## config.mk

```make
export PLATFORM = sky130hd
export DESIGN_NAME = button_mode_sequencer
export DESIGN_NICKNAME = d
export VERILOG_FILES = /design/src/rtl/button_mode_sequencer.sv
export SDC_FILE = /design/constraint.sdc
export NUM_CORES = 1
export LEC_CHECK = 0
export ABC_AREA = 1
export CELL_PAD_IN_SITES_DETAIL_PLACEMENT = 1
export CELL_PAD_IN_SITES_GLOBAL_PLACEMENT = 2
export CORE_ASPECT_RATIO = 1.1
export CORE_MARGIN = 3
export CORE_UTILIZATION = 38
export DETAILED_ROUTE_END_ITERATION = 7
export DONT_BUFFER_PORTS = 1
export PLACE_DENSITY = 0.86
export SYNTH_ARGS = -nofsm -noshare
export SYNTH_HDL_FRONTEND = slang
export SYNTH_SLANG_ARGS = --single-unit
```

## constraint.sdc

```tcl
create_clock -name clk -period 3 [get_ports clk]
set_clock_uncertainty 0.1 [all_clocks]
set_input_delay 0.45 -clock clk [delete_from_list [all_inputs] [get_ports clk]]
set_output_delay 0.45 -clock clk [all_outputs]
set_load 0.01 [all_outputs]
```

## src/rtl/button_mode_sequencer.sv

```systemverilog
// Front-panel button handler: synchronizes and debounces two active-low buttons,
// arbitrates their press events and steps a 4-mode LED display FSM.
module button_mode_sequencer #(
    parameter int DEBOUNCE  = 4,
    parameter int BLINK_DIV = 8
) (
    input  logic       clk,
    input  logic       rst,
    input  logic       button_0,
    input  logic       button_1,
    output logic [2:0] led,
    output logic [1:0] mode
);

    localparam int CW = (DEBOUNCE > 1) ? $clog2(DEBOUNCE) : 1;
    localparam int SW = $clog2(BLINK_DIV);

    typedef enum logic [1:0] {
        MODE_OFF    = 2'd0,
        MODE_STEADY = 2'd1,
        MODE_BLINK  = 2'd2,
        MODE_CHASE  = 2'd3
    } mode_t;

    logic [1:0] btn_raw;
    logic [1:0] press;

    assign btn_raw = {button_1, button_0};

    for (genvar gi = 0; gi < 2; gi++) begin : g_btn
        logic [1:0]    sync_q;
        logic [CW-1:0] cnt_q, cnt_d;
        logic          deb_q, deb_d;
        logic          deb_prev_q;
        logic          press_q;

        // Counter only runs while the synchronized level disagrees with the accepted one.
        always_comb begin
            cnt_d = '0;
            deb_d = deb_q;
            if (sync_q[1] != deb_q) begin
                if (cnt_q == CW'(DEBOUNCE - 1)) begin
                    deb_d = sync_q[1];
                end else begin
                    cnt_d = cnt_q + 1'b1;
                end
            end
        end

        always_ff @(posedge clk) begin
            if (rst) begin
                sync_q     <= 2'b11;
                cnt_q      <= '0;
                deb_q      <= 1'b1;
                deb_prev_q <= 1'b1;
                press_q    <= 1'b0;
            end else begin
                sync_q     <= {sync_q[0], btn_raw[gi]};
                cnt_q      <= cnt_d;
                deb_q      <= deb_d;
                deb_prev_q <= deb_q;
                press_q    <= deb_prev_q & ~deb_q;
            end
        end

        assign press[gi] = press_q;
    end

    logic [1:0] req;
    logic [1:0] grant;
    logic [1:0] pend_q, pend_d;
    logic       last_q, last_d;

    // Conflicts go to the side opposite the previous winner; the loser waits one cycle.
    always_comb begin
        req    = press | pend_q;
        grant  = 2'b00;
        last_d = last_q;
        case (req)
            2'b01:   grant = 2'b01;
            2'b10:   grant = 2'b10;
            2'b11:   grant = last_q ? 2'b01 : 2'b10;
            default: grant = 2'b00;
        endcase
        pend_d = req & ~grant;
        if (|grant) begin
            last_d = grant[1];
        end
    end

    mode_t          mode_q, mode_d;
    logic [2:0]     led_q, led_d;
    logic [SW-1:0]  step_q, step_d;

    always_comb begin
        mode_d = mode_q;
        led_d  = led_q;
        if (step_q == SW'(BLINK_DIV - 1)) begin
            step_d = '0;
        end else begin
            step_d = step_q + 1'b1;
        end

        if (grant[0]) begin
            mode_d = mode_t'(mode_q + 2'd1);
        end else if (grant[1]) begin
            mode_d = mode_t'(mode_q - 2'd1);
        end

        if (|grant) begin
            // First pattern of the new mode appears together with the mode itself.
            step_d = '0;
            case (mode_d)
                MODE_OFF:    led_d = 3'b000;
                MODE_STEADY: led_d = 3'b111;
                MODE_BLINK:  led_d = 3'b111;
                MODE_CHASE:  led_d = 3'b001;
                default:     led_d = 3'b000;
            endcase
        end else if (step_q == SW'(BLINK_DIV - 1)) begin
            case (mode_q)
                MODE_BLINK: led_d = ~led_q;
                MODE_CHASE: led_d = {led_q[1:0], led_q[2]};
                default:    led_d = led_q;
            endcase
        end
    end

    always_ff @(posedge clk) begin
        if (rst) begin
            pend_q <= 2'b00;
            last_q <= 1'b1;
            mode_q <= MODE_OFF;
            led_q  <= 3'b000;
            step_q <= '0;
        end else begin
            pend_q <= pend_d;
            last_q <= last_d;
            mode_q <= mode_d;
            led_q  <= led_d;
            step_q <= step_d;
        end
    end

    assign led  = led_q;
    assign mode = mode_q;

endmodule

```

==> summary.md <==
| Metric | Value |
|---|---|
| PwrDens | `461.7 nW/µm²` |
| CTS root buf | `clkbuf_4` |
| Leak | `0.4772 nW` |
| Die H | `60.37 µm` |
| Run status | `complete, no violations` |
| First-pass GRT wire length | `3298 µm` |
| Total power | `0.4997 mW` |
| #FFs+latches synth | `25` |
| CP startpoint kind | `register` |
| Total track usage | `0.1248` |
| Final hold vios | `0` |
| Storage cell area | `500.5 µm²` |
| Netlist cell types | `21` |
| Die ar. | `3345 µm²` |
| Largest cells by area after synthesis | `dfxtp_1 (49%), ha_1 (8.6%), nand2_1 (8.5%)` |
| Gate count of the mapped netlist | `125` |
| Fillers | `338` |
| Synth Flop Type | `dfxtp_1` |
| H-tree levels | `1` |
| Final GP Congestion | `0.7065` |
| Clock transition at path regs | `0.13 ns` |
| Net Count, Synth | `136` |
| HP Class | `input pin to register` |
| Worst VDD drop | `0.3264 mV` |
| Postcts setup bufs | `0` |
| I/O pin count | `9` |
| Pre-CTS setup slack | `1.204 ns` |
| Ys Warns | `0` |
| EDFF count, synth | `0` |
| Area delta synth->final | `6.005%` |
| Port-buffer cells | `0` |
| Nets@finish | `140` |
| CTS sink cnt | `25` |
| DRT Pass-1 Iters | `3` |
| Fraction of the yosys area taken by sequential cells | `0.4902` |
| CP max FO | `3` |
| N_diodes | `0` |
| Area of the core | `2520 µm²` |
| Vias | `763` |
| Antenna violations before repair | `0` |
| Vias per cell | `4.799` |
| Asr flop ratio synth | `0` |
| Setup ws final | `1.210 ns` |
| CP Data Arrival Time | `1.91 ns` |
| WP data required | `3.12 ns` |
| Clock tree buffer depth | `2` |
| Mean Syn Cell Area | `8.168 µm²` |
| WL final | `1742 µm` |
| FP Rows | `19` |
| Worst Tran Pin Value | `0.2835 ns` |
| Max cap viols | `0` |
| Setup violations, final | `0` |
| Slew margin rel. | `0.8110` |
| GRT overflow | `0` |
| Max-slew violation count | `0` |
| Crit path capture type | `register` |
| Antenna viol nets, final | `0` |
| Dpl hpwl | `1383 µm` |
| Share of cells above drive strength 1 | `0.1406` |
| Clk_lat worst skew | `0.31 ns` |
| Setup tns final | `0 ns` |
| Number of buffers created by CTS | `3` |
| RSZ-0062 raised after global routing | `false` |
| Post-cts sizing count | `0` |
| Top cells by count, synth | `dfxtp_1 (25), nand2_1 (23), nor2_1 (21), inv_1 (14), ha_1 (7)` |
| Hold Slack | `0.07895 ns` |
| Synth top area share | `0.4902` |
| Max Fclk | `558.8 MHz` |
| Die X | `55.42 µm` |
| Vias in the first global route | `819` |
| Min cycle time layout | `1.790 ns` |
| Syn Std Cell Area | `1021 µm²` |
| Post-CTS Hold Fix Bufs | `0` |
| Initial DRC Count | `8` |
| Most common cell in the netlist | `dfxtp_1` |
| WL per Instance | `10.96 µm` |
| Drt drc | `0` |
| Synth area leader | `dfxtp_1` |
| CTS tree | `yes` |
| Critical path type | `register to register` |
| Multi-input logic area | `451.7 µm²` |
| Pin count of the biggest net entering global routing | `18` |
| Period utilisation layout | `0.5966` |
| Initial core utilization | `0.4052` |
report_power, final:
part | switching [mW] | internal, mW | total, mW
logic | 0.00664 | 0.00609 | 0.0127
registers | 0.00278 | 0.339 | 0.342
clock network | 0.0955 | 0.0498 | 0.145
total | 0.105 | 0.395 | 0.500
worst paths after layout:
check	from	endpoint	slack, ns	cells after the start
setup / recovery	mode[0]$_SDFF_PP0_	led[1]$_SDFFE_PP0P_	1.21	10
hold / removal	rst	led[0]$_SDFFE_PP0P_	0.08	1
setup reg to reg	mode[0]$_SDFF_PP0_	led[1]$_SDFFE_PP0P_	1.21	10
hold reg to reg	g_btn[0].sync_q[0]$_SDFF_PP1_	g_btn[0].sync_q[1]$_SDFF_PP1_	0.33	1
routing by layer:
metal	GRT usage	wire length, µm
met5	0	0
met4	0.06250	30
met3	0.02766	61
met2	0.2331	866
met1	0.1354	783
placed cells by master (no fill, tap or decap):
cell type and count:
dfxtp_1 25, nand2_1 23, nor2_1 21, inv_1 14, ha_1 7, a21oi_1 6, o21ai_0 6, nand3_1 4
or2_2 4, clkbuf_4 3, nor2_2 2, nand2_2 2, nor3_1 2, clkinv_2 2, o21ai_2 1, o21ai_1 1
xor2_1 1, inv_4 1, o21ai_4 1, nand2_4 1, a21oi_2 1
state kept, by name, indices dropped and copies added (netlist names):
name              cells
last_q                1
step_q                3
g_btn.deb_q           2
g_btn.deb_prev_q      2
pend_q                2
g_btn.sync_q          4
g_btn.press_q         2
g_btn.cnt_q           4
mode                  2
led                   3
stage by stage:
stage,util,instance area [µm²],instances
after floorplan,-,1021,125
after global placement,0.4186,1055,155
after detailed placement,0.4186,1055,155
after CTS,0.4295,1082,159
after global routing,0.4295,1082,159
final,0.4295,1082,159
cell families after synthesis:
family                     Yosys count  synth area share
and+or+nand+nor                     59            0.2512
buffers and inverters               17           0.06740
xor gates and xnor gates             1          0.008580
AOI/OAI and AO/OA                   16           0.09682
adders and majority gates            7           0.08578
DFF                                 25            0.4902
worst max-delay path: stages, from the launching register on:
cell and delay (ns):
dfxtp_1 0.43, inv_1 0.09, ha_1 0.30, nand3_1 0.07, nand3_1 0.10, nand2_1 0.07
ha_1 0.27, nand2_1 0.08, nand2_1 0.06, nor2_1 0.08, nor2_1 0.05
layout make-up:
cell class	count	area share
clock inverters	1	0.004624
multi-input cells	83	0.4173
inverters	16	0.05896
flip-flops and latches	25	0.4624
well taps	31	0.03584
clock buffers	3	0.02081
(Power assumes the default switching activity.)
==> RTL edit: new RTL, same settings <==
Reset style: asynchronous (`rst`), changed in 2 clocked blocks.
--- a/src/rtl/button_mode_sequencer.sv
+++ b/src/rtl/button_mode_sequencer.sv
@@ -47,7 +47,7 @@
             end
         end
 
-        always_ff @(posedge clk) begin
+        always_ff @(posedge clk or posedge rst) begin
             if (rst) begin
                 sync_q     <= 2'b11;
                 cnt_q      <= '0;
@@ -126,7 +126,7 @@
         end
     end
 
-    always_ff @(posedge clk) begin
+    always_ff @(posedge clk or posedge rst) begin
         if (rst) begin
             pend_q <= 2'b00;
             last_q <= 1'b1;
Check against the original RTL: differs if rst is asserted again (counterexample within 10 cycles, from zero or initial values and one cycle with rst high); with rst held inactive, the same outputs for 10 cycles.
==> RTL edit against the unedited design <==
  * Cell area grew 7.9%
  * Sequential cell count is the same
  * Global-route usage decreased by 0.82 points
  * Area after synthesis rose by 6.0%
  * Worst setup slack got worse by 0.090 ns
  * Wire length increased by 2.6%
  * Critical path type unchanged
Power is not compared: it rests on default switching activity, and its combinational part moved more than twofold at a synthesized area within 25%.
==> RTL edit: results (changes against the unedited design) <==
status:
  status: "finished clean"  # unchanged
place:
  placed_cell_area_um2: 1120  # was 1050 um2
  preCtsSetupSlack_ns: 1.13  # was 1.20 ns
  routabilityCongestion: 0.828  # was 0.707
  dpl.hpwl_um: 1390  # was 1380 um
yosys:
  synthTopCellsByArea: "dfrtp_1, dfstp_2, nand2_1"  # was dfxtp_1, ha_1, nand2_1
  synthArstFlopShare_pct: 100  # was 0%
  ys.flop_type: "dfrtp_1"  # was dfxtp_1
  synth-edff-count: 0  # unchanged
  synth_common_cells: "nand2_1, dfrtp_1, inv_1"  # was dfxtp_1, nand2_1, nor2_1
  synth_nets: 116  # was 136
  synthMuxAreaShare_pct: 2.08  # was 0%
  synthAdderAreaFrac_pct: 8.09  # was 8.58%
  synthCells: 105  # was 125
  seq_area_frac_synth_pct: 58.8  # was 49.0%
  ys_warn_count: 0  # unchanged
  synth_xor_area_share_pct: 2.43  # was 0.858%
  synth-compound-area-share_pct: 1.39  # was 9.68%
  synth.distinct_cells: 19  # was 21
global_routing:
  grt_pass1_vias: 723  # was 819
  grt_pass1_wl_um: 3140  # was 3300 um
  grt_usage_pct: 11.7  # was 12.5%
  grt_max_degree: 26  # was 18
routing:
  drt_iter0_markers: 10  # was 8
  vias_per_cell: 4.72  # was 4.80
  num_vias: 670  # was 763
  wl_um: 1790  # was 1740 um
clock_tree:
  clkTransAtPathRegs_ns: 0.12
  worst_skew_pair.late_latency_ns: 0.30
  post_cts_resized: 0  # unchanged
  h-tree-depth: 1  # unchanged
  clock-root-buffer: "clkbuf_4"  # unchanged
  cts_inserted_buffers: 3  # unchanged
  clock_path_buffers: 2  # unchanged
timing:
  worst_pin_slew_ns: 0.934  # was 0.283 ns
  finalSetupViolCount: 0  # unchanged
pwr:
  finalPower_mw: 1.36
  pg_comb_mw: 0.611
  p_switching_mw: 0.579
  peakVddDrop_v: 0.000591
layout:
  n_fill_cell: 311  # was 338
  antennaDiodeCount: 0  # unchanged
  layout-drive-gt1-share_pct: 21.6  # was 14.1%
min_path:
  hp-class: "in -> async"  # was in -> reg
critical_path:
  slowest_stage: "dfrtp_1"  # was dfxtp_1
  critPathTopFamily: "adder cells"  # unchanged
  cp.arrival_ns: 1.99  # was 1.91 ns
-- RTL edit: worst paths after layout --
kind                       cells after the start                  to  slack [ns]               start
setup / recovery                              11              led[1]        1.12             mode[0]
hold / removal                                 1   g_btn[0].cnt_q[0]        0.13                 rst
setup reg to reg                              11              led[1]        1.12             mode[0]
hold reg to reg                                0  g_btn[0].sync_q[1]        0.27  g_btn[0].sync_q[0]
max in group asynchronous                      1   g_btn[1].cnt_q[0]        2.11                 rst
min in group clk                               0  g_btn[0].sync_q[1]        0.27  g_btn[0].sync_q[0]
-- RTL edit: routing by layer --
| layer | wire length [um] | up-vias | global-route usage, % | part of all wire, % |
|---|---|---|---|---|
| met5 | 0 | - | 0 | 0 |
| met4 | 0 | 0 | 2.98 | 0 |
| met2 | 986 | 11 | 21.2 | 55 |
| met3 | 60 | 0 | 2.48 | 3.4 |
| met1 | 740 | 330 | 14.3 | 41 |
| li1 | - | 329 | - | - |
-- RTL edit: per-stage QoR --
step / hold slack [ns] / utilization [%]
finish: 0.125 / 44.6
global route: 0.149 / 44.6
CTS: 0.00546 / 43.9
detailed placement: 0.248 / 42.9
global placement: 0.246 / 42.9
floorplan: 0.245 / -
-- RTL edit: timing repair --
item | in CTS | in global routing
hold endpoints to repair | 0 | 2
hold buffers | 0 | 2
setup buffers | 0 | 0
-- RTL edit: cell type report --
| cell class | count | area, um2 | area share (%) |
|---|---|---|---|
| sequential | 25 | 637 | 54.6 |
| multi-input combinational | 64 | 384 | 32.9 |
| inverter | 16 | 61.3 | 5.25 |
| tap | 31 | 38.8 | 3.32 |
| clock buffer | 4 | 26.3 | 2.25 |
| timing repair buffer | 2 | 20.0 | 1.71 |
